--- src/rtl/run_controller_pkg.sv ---
// Shared types and defaults for the run sequencer: FSM state encoding and
// default parameter values used by run_controller and its testbench.
package run_controller_pkg;

    typedef enum logic [1:0] {
        IDLE = 2'd0,
        INIT = 2'd1,
        RUN  = 2'd2,
        DONE = 2'd3
    } run_state_t;

    localparam int unsigned DEF_CW           = 16;
    localparam int unsigned DEF_START_CYCLES = 2;
    localparam int unsigned DEF_TIMEOUT      = 32'h0000_FFFF;
    localparam int unsigned RUN_ID_W         = 8;

    // Width of the inline init counter; it only ever holds START_CYCLES-1.
    function automatic int unsigned init_cw(input int unsigned n);
        return (n > 1) ? $clog2(n) : 1;
    endfunction

endpackage

--- src/rtl/sat_counter.sv ---
// Up-counter that sticks at all-ones instead of wrapping; synchronous clear
// has priority over enable.
module sat_counter #(
    parameter int unsigned W = 16
) (
    input  logic         clk,
    input  logic         rst_n,
    input  logic         clr,
    input  logic         en,
    output logic [W-1:0] q,
    output logic         at_max
);

    logic [W-1:0] cnt_q;
    logic [W-1:0] cnt_d;

    assign at_max = &cnt_q;
    assign q      = cnt_q;

    always_comb begin
        cnt_d = cnt_q;
        if (clr) begin
            cnt_d = '0;
        end else if (en && !at_max) begin
            cnt_d = cnt_q + W'(1);
        end
    end

    always_ff @(posedge clk or negedge rst_n) begin
        if (!rst_n) begin
            cnt_q <= '0;
        end else begin
            cnt_q <= cnt_d;
        end
    end

endmodule

--- src/rtl/run_controller.sv ---
// Run sequencer in front of the processor: pulses its init line, counts run
// cycles until halt, timeout or abort, and reports status to the host.
module run_controller
    import run_controller_pkg::*;
#(
    parameter int unsigned CW           = DEF_CW,
    parameter int unsigned START_CYCLES = DEF_START_CYCLES,
    parameter int unsigned TIMEOUT      = DEF_TIMEOUT
) (
    input  logic                clk,
    input  logic                reset_n,
    input  logic                go,
    input  logic                abort,
    input  logic                dut_halt,
    output logic                dut_start,
    output logic                busy,
    output logic                done,
    output logic                timed_out,
    output logic [CW-1:0]       cycle_ct,
    output logic [RUN_ID_W-1:0] run_id,
    output run_state_t          state_dbg
);

    localparam int unsigned      ICW          = init_cw(START_CYCLES);
    localparam logic [ICW-1:0]   INIT_LOAD    = ICW'(START_CYCLES - 1);
    localparam logic             TIMEOUT_EN   = (TIMEOUT != 0);
    localparam logic [CW-1:0]    TIMEOUT_LAST = CW'(TIMEOUT - 1);

    run_state_t          state_q, state_d;
    logic [ICW-1:0]      init_cnt_q, init_cnt_d;
    logic                timed_out_q, timed_out_d;
    logic [RUN_ID_W-1:0] run_id_q, run_id_d;
    logic                dut_start_q, dut_start_d;
    logic                ct_clr;
    logic                ct_en;
    logic                ct_at_max;

    sat_counter #(.W(CW)) u_cycle_ct (
        .clk    (clk),
        .rst_n  (reset_n),
        .clr    (ct_clr),
        .en     (ct_en),
        .q      (cycle_ct),
        .at_max (ct_at_max)
    );

    // Host interface: go is a request level sampled only in IDLE/DONE (ignored
    // while busy); abort is honoured only in INIT/RUN. No ready/ack is returned:
    // busy/done are the status, and go beats abort when both arrive in IDLE/DONE.
    always_comb begin
        state_d     = state_q;
        init_cnt_d  = init_cnt_q;
        timed_out_d = timed_out_q;
        run_id_d    = run_id_q;
        ct_clr      = 1'b0;
        ct_en       = 1'b0;
        case (state_q)
            IDLE, DONE: begin
                if (go) begin
                    state_d     = INIT;
                    init_cnt_d  = INIT_LOAD;
                    timed_out_d = 1'b0;
                    ct_clr      = 1'b1;
                end
            end
            INIT: begin
                // dut_halt is meaningless while the processor is held in init.
                if (abort) begin
                    state_d = IDLE;
                end else if (init_cnt_q == '0) begin
                    state_d = RUN;
                end else begin
                    init_cnt_d = init_cnt_q - ICW'(1);
                end
            end
            RUN: begin
                if (abort) begin
                    state_d = IDLE;
                end else if (dut_halt) begin
                    state_d  = DONE;
                    run_id_d = run_id_q + RUN_ID_W'(1);
                end else begin
                    ct_en = 1'b1;
                    if (TIMEOUT_EN && (cycle_ct == TIMEOUT_LAST)) begin
                        state_d     = DONE;
                        timed_out_d = 1'b1;
                        run_id_d    = run_id_q + RUN_ID_W'(1);
                    end
                end
            end
            default: state_d = IDLE;
        endcase
        dut_start_d = (state_d == INIT);
    end

    always_ff @(posedge clk or negedge reset_n) begin
        if (!reset_n) begin
            state_q     <= IDLE;
            init_cnt_q  <= '0;
            timed_out_q <= 1'b0;
            run_id_q    <= '0;
            dut_start_q <= 1'b0;
        end else begin
            state_q     <= state_d;
            init_cnt_q  <= init_cnt_d;
            timed_out_q <= timed_out_d;
            run_id_q    <= run_id_d;
            dut_start_q <= dut_start_d;
        end
    end

    assign dut_start = dut_start_q;
    assign busy      = (state_q == INIT) || (state_q == RUN);
    assign done      = (state_q == DONE);
    assign timed_out = timed_out_q;
    assign run_id    = run_id_q;
    assign state_dbg = state_q;

endmodule

--- config.mk ---
export PLATFORM = sky130hd
export DESIGN_NAME = run_controller
export DESIGN_NICKNAME = d
export VERILOG_FILES = /design/src/rtl/run_controller_pkg.sv /design/src/rtl/sat_counter.sv /design/src/rtl/run_controller.sv
export SDC_FILE = /design/constraint.sdc
export NUM_CORES = 1
export LEC_CHECK = 0
export ABC_AREA = 1
export CORE_ASPECT_RATIO = 0.8
export CORE_UTILIZATION = 35
export CTS_CLUSTER_SIZE = 12
export DETAILED_ROUTE_END_ITERATION = 12
export HOLD_SLACK_MARGIN = 0.12
export SYNTH_ARGS = -nofsm -noshare
export SYNTH_HDL_FRONTEND = slang
export SYNTH_HIERARCHICAL = 1
export SYNTH_SLANG_ARGS = --single-unit
--- constraint.sdc ---
create_clock -name clk -period 2.07 [get_ports clk]
set_clock_uncertainty 0.2 [all_clocks]
set_input_delay 0.414 -clock clk [delete_from_list [all_inputs] [get_ports clk]]
set_output_delay 0.414 -clock clk [all_outputs]
set_load 0.05 [all_outputs]
==> results of run 1 <==
layout make-up:
| cell class | count | area, um2 |
|---|---|---|
| multi-input combinational | 203 | 976 |
| tap | 62 | 77.6 |
| inverter | 33 | 129 |
| sequential | 29 | 731 |
| clock buffer | 8 | 90.1 |
| timing repair buffer | 44 | 378 |
| fill | 506 | 2660 |
stage by stage:
stage          hold WS, ns  utilization  setup WS (ns)  power (W)  area, um2
4_1_cts              0.325        0.473         0.0420    0.00253       2380
3_3_place_gp         0.313        0.455         0.0444    0.00201       2290
6_report             0.318        0.473          0.121    0.00252       2380
5_1_grt              0.348        0.473         0.0258    0.00268       2380
3_5_place_dp         0.323        0.455         0.0590    0.00203       2290
2_1_floorplan      -0.0816            -        0.00336    0.00159       1860
routing by layer:
metal  vias up  track usage  wire length (um)  part of all wire
met5         -            0                 0                 0
li1        945            -                 -                 -
met2        46        0.272              1970              0.42
met4         0       0.0647                72             0.016
met3         5       0.0520               278             0.060
met1       811        0.245              2320              0.50
final timing paths:
path,start,to,cells after the start
worst max-delay path,state_dbg[0]$_DFF_PN0_,busy,4
worst min-delay path,reset_n,state_dbg[1]$_DFF_PN0_,2
worst max register to register,state_dbg[0]$_DFF_PN0_,u_cycle_ct/q[13]$_DFFE_PN0P_,9
worst min register to register,run_id[3]$_DFFE_PN0P_,run_id[3]$_DFFE_PN0P_,2
max in group asynchronous,reset_n,state_dbg[0]$_DFF_PN0_,2
min in group clk,run_id[3]$_DFFE_PN0P_,run_id[3]$_DFFE_PN0P_,2
where the power goes:
group,internal [W],leakage (nW),switching (W)
clock network,0.000271,0.0455,0.000225
logic,0.000428,0.753,0.000825
registers,0.000669,0.382,0.0000989
total,0.00137,1.18,0.00115
flip-flops by register name, summed over array words and instances (netlist names):
name,count
u_cycle_ct/q,16
run_id,8
state_dbg,2
dut_start,1
init_cnt_q,1
timed_out,1
what timing repair did:
action	in CTS	in global routing
hold buffers	0	0
gates resized for setup	0	1
endpoints found under the setup margin	0	1
critical path: stages (launching register included):
cell	delay, ns
dfrtp_2	0.40
inv_1	0.06
ha_1	0.33
inv_2	0.12
buf_12	0.14
layout by cell type (no fill, tap or decap), drive strengths merged:
cell type and instances:
buf 40, nor2 34, dfrtp 29, nand4 12
clkbuf 8, clkinv 1, clkdlybuf4s50 4, nand3 20
nand2 101, a21oi 8, xnor2 2, ha 5
inv 32, nor3 3, a31oi 1, xor2 5
o21ai 12
==> flow_metrics.py, run 1 <==
metrics = {
    "run_status": {
        "status": "complete, no violations",
    },
    "setup_path": {
        "arrival_ns": 1.34,
        "endpoint_kind": "output pin",
        "cp.required_ns": 1.46,
        "worstSetupStartpointType": "flip-flop",
        "worstSetupPathType": "flip-flop to output pin",
        "r2r_setup_slack_ns": 0.16,
        "path_max_fanout": 5,
    },
    "clock_network": {
        "cts_max_path_buffers": 2,
        "clk_pin_slew_worst_paths_ns": 0.06,
        "clkLatencyLatePin_ns": 0.29,
        "cts_tree": "yes",
        "ctsRootBufferMaster": "clkbuf_8",
        "cts_sinks": 29,
        "cts_max_level": 2,
        "post_cts_buffers": 0,
        "numCtsBuffers": 5,
    },
    "drt": {
        "via_per_inst": 4.77,
        "first_pass_iters": 4,
        "wl_um": 4650,
        "final_antenna_net_count": 0,
        "vias": 1807,
        "routedWlPerCell_um": 12.3,
        "drc": 0,
        "drt_iter0_markers": 81,
    },
    "global_routing": {
        "gr-usage-all-layers": 0.180,
        "grt-ovfl-total": 0,
        "grt_antenna_before_repair": 0,
        "grt_pass1_vias": 1644,
        "grt_max_degree": 30,
        "grt_pass1_wl_um": 7730,
    },
    "timing": {
        "setup_viol": 0,
        "hold_viol": 0,
        "slew_violations": 0,
        "slew_headroom": 0.661,
        "fmax_ghz": 0.513,
        "post-route-min-period_ns": 1.95,
        "fin_crit_sh": 0.942,
        "fin_setup_tns_ns": 0,
        "worstMarginPinSlew_ns": 0.506,
        "rsz0062_at_grt": "false",
    },
    "run": {
        "drv_cap": 0,
    },
    "power_and_ir_drop": {
        "p_leak_nw": 1.18,
        "power_per_cell_area_mw_per_mm2": 1060,
        "worst_ir_drop_vdd_mv": 0.679,
    },
    "worst_hold_path": {
        "hold_class": "input pin to asynchronous set/reset pin",
    },
    "layout": {
        "synthToLayoutAreaGrowth_pct": 28.7,
        "drive_gt1_frac": 0.202,
        "final_net_count": 326,
        "n_antenna_cell": 0,
        "instances_no_fill": 379,
    },
    "placed_design": {
        "dp_hpwl_um": 3400,
        "place.gp.congestion": 0.795,
        "dp.cells": 371,
        "io_buffer_count": 34,
    },
    "yosys": {
        "synth_area_per_cell_um2": 6.90,
        "syn_nets": 278,
        "netlist_instances": 268,
        "yosysWarningCount": 6,
        "netlist_area_mm2": 0.00185,
    },
    "die": {
        "chipHeight_um": 67.0,
        "start_util": 0.367,
        "core_area_mm2": 0.00504,
        "num_rows": 23,
        "io_pins": 35,
        "die-width_um": 83.3,
        "die_area_mm2": 0.00558,
    },
}
No activity file was read; power rests on OpenSTA's default activity.
==> run 2: changes to the inputs <==
--- a/config.mk
+++ b/config.mk
@@ -7,7 +7,9 @@
 export LEC_CHECK = 0
 export ABC_AREA = 1
 export CORE_ASPECT_RATIO = 0.8
+export CORE_MARGIN = 2
 export CORE_UTILIZATION = 35
+export CTS_BUF_LIST = sky130_fd_sc_hd__clkbuf_16
 export CTS_CLUSTER_SIZE = 12
 export DETAILED_ROUTE_END_ITERATION = 12
 export HOLD_SLACK_MARGIN = 0.12
==> run 2 against run 1 <==
Effect of this change:
- count of clock-buffer cells in the layout down 3
- worst hold slack gained 0.012 ns
- combinational power hardly changed
- clock power up 36%
- core utilization up 0.77 points
- cell area up 2.2%
- fmax is 1.2% lower
- sequential share of layout area is 0.66 points lower
- register-to-register slack is essentially flat
- worst setup slack worse by 0.023 ns
- critical path type unchanged
==> flow_metrics.py, run 2 (same netlist as run 1, synthesis figures left out) <==
metrics = {
    "placed_design": {
        "place.gp.congestion": 0.792,
        "place_ws_ns": 0.0650,
        "dp_hpwl_um": 3410,
        "io_buffer_count": 34,
    },
    "setup_path": {
        "cp_slowest_cell": "dfrtp_2",
        "crit_path_frequent_cell": "inv_1",
        "path_depth": 4,
        "worstSetupStartpointType": "flip-flop",
        "rr_startpoint": "u_cycle_ct/q[0]$_DFFE_PN0P_",
        "path_cells": "inv_1 > ha_1 > inv_1 > buf_12",
        "critical_path_buf_inv_count": 3,
        "arrival_ns": 1.36,
        "crit_path_max_incr_delay_ns": 0.40,
        "setup.worst_path.start": "state_dbg[0]$_DFF_PN0_",
        "rr_worst_depth": 9,
        "path_max_fanout": 5,
        "endpoint_kind": "output pin",
        "cp.required_ns": 1.46,
        "worstSetupPathType": "flip-flop to output pin",
        "critPathTopFamily": "flip-flops",
    },
    "drt": {
        "vias": 1821,
        "drt_iter0_markers": 106,
        "routedWlPerCell_um": 12.3,
        "final_antenna_net_count": 0,
        "wl_um": 4640,
        "first_pass_iters": 6,
        "via_per_inst": 4.82,
        "drc": 0,
    },
    "timing": {
        "fin_setup_tns_ns": 0,
        "slew_violations": 0,
        "fin_crit_sh": 0.953,
        "rsz0062_at_grt": "false",
        "setup_viol": 0,
        "hold-worst-slack_ns": 0.329,
        "hold_viol": 0,
        "post-route-min-period_ns": 1.97,
        "worstMarginPinSlew_ns": 0.525,
        "fin_ws_ns": 0.0975,
        "fmax_ghz": 0.507,
        "slew_headroom": 0.648,
    },
    "die": {
        "num_rows": 23,
        "die-width_um": 85.3,
        "io_pins": 35,
        "die_area_mm2": 0.00589,
        "start_util": 0.365,
        "chipHeight_um": 69.0,
        "core_area_mm2": 0.00506,
    },
    "global_routing": {
        "grt-ovfl-total": 0,
        "grt_pass1_vias": 1624,
        "gr-usage-all-layers": 0.165,
        "grt_antenna_before_repair": 0,
        "grt_pass1_wl_um": 7820,
        "grt_max_degree": 30,
    },
    "clock_network": {
        "cts_tree": "yes",
        "cts_max_level": 2,
        "cts_resized": 0,
        "cts_max_path_buffers": 2,
        "cts_sinks": 29,
        "clk_pin_slew_worst_paths_ns": 0.05,
        "clkLatencyLatePin_ns": 0.27,
        "numCtsBuffers": 5,
        "ctsRootBufferMaster": "clkbuf_16",
        "hold_buffers": 0,
        "post_cts_buffers": 0,
    },
    "run_status": {
        "status": "complete, no violations",
    },
    "worst_hold_path": {
        "hold_class": "flip-flop to flip-flop",
        "min_path_cells": 2,
        "min_from": "run_id[3]$_DFFE_PN0P_",
    },
    "power_and_ir_drop": {
        "p_leak_nw": 1.21,
        "power_per_cell_area_mw_per_mm2": 1110,
        "worst_ir_drop_vdd_mv": 0.625,
    },
    "layout": {
        "final_cell_mix": "97 x nand2_1, 35 x buf_4, 31 x inv_1",
        "drive_gt1_frac": 0.196,
        "n_antenna_cell": 0,
        "final_net_count": 325,
        "layout_commonest_cell": "nand2_1",
        "synthToLayoutAreaGrowth_pct": 31.5,
        "largest_reg_flops": 16,
    },
    "run": {
        "drv_cap": 0,
    },
}
[run 2: cell types whose count changed in the layout (fill, tap and decap cells not counted), sizes merged]
cell | previous run | this run
clkbuf | 8 | 5
clkinv | 1 | 4
buf | 40 | 39
[run 2: final cells by class]
cell class              count  area, um2
clock inverters             3       12.5
fillers                   515       2630
clock buffers               5        125
multi-input cells         203        976
well taps                  62       77.6
repair buffers             43        383
inverters                  33        129
flip-flops and latches     29        731
[run 2: path summary, 6_finish.rpt]
check	end	slack [ns]
worst min register to register	run_id[3]$_DFFE_PN0P_	0.33
worst min-delay path	run_id[3]$_DFFE_PN0P_	0.33
worst max register to register	u_cycle_ct/q[9]$_DFFE_PN0P_	0.17
max in group asynchronous	state_dbg[1]$_DFF_PN0_	1.03
min in group asynchronous	u_cycle_ct/q[6]$_DFFE_PN0P_	0.34
worst max-delay path	busy	0.1
[run 2: through the flow]
stage | instance area [um2] | utilization | instances | total power (W)
2_1_floorplan | 1860 | - | 268 | 0.00159
3_3_place_gp | 2300 | 0.453 | 370 | 0.00203
3_5_place_dp | 2300 | 0.453 | 370 | 0.00204
4_1_cts | 2430 | 0.480 | 378 | 0.00272
5_1_grt | 2430 | 0.480 | 378 | 0.00285
6_report | 2430 | 0.480 | 378 | 0.00270
[run 2: power by group]
part | internal [W] | switching (W)
Clock | 0.000433 | 0.000240
Sequential | 0.000670 | 0.000110
Combinational | 0.000432 | 0.000811
[run 2: worst min-delay path: stages, from the launching register on]
cell and delay [ns]:
dfrtp_1 0.38, nand2_1 0.07, nand2_1 0.05
[run 2: layer usage]
metal,part of all wire,routed length (um),vias up,global-route usage
met5,0,0,-,0
met4,0.0060,28,0,0.0476
met3,0.046,213,4,0.0371
met2,0.42,1970,37,0.228
met1,0.52,2430,840,0.253
li1,-,-,940,-
==> run 3: changes to the inputs <==
--- a/config.mk
+++ b/config.mk
@@ -13,6 +13,7 @@
 export CTS_CLUSTER_SIZE = 12
 export DETAILED_ROUTE_END_ITERATION = 12
 export HOLD_SLACK_MARGIN = 0.12
+export SLEW_MARGIN = 40
 export SYNTH_ARGS = -nofsm -noshare
 export SYNTH_HDL_FRONTEND = slang
 export SYNTH_HIERARCHICAL = 1
==> results of run 3 <==
Final layout, timing and power as in run 2 (identical DEF).
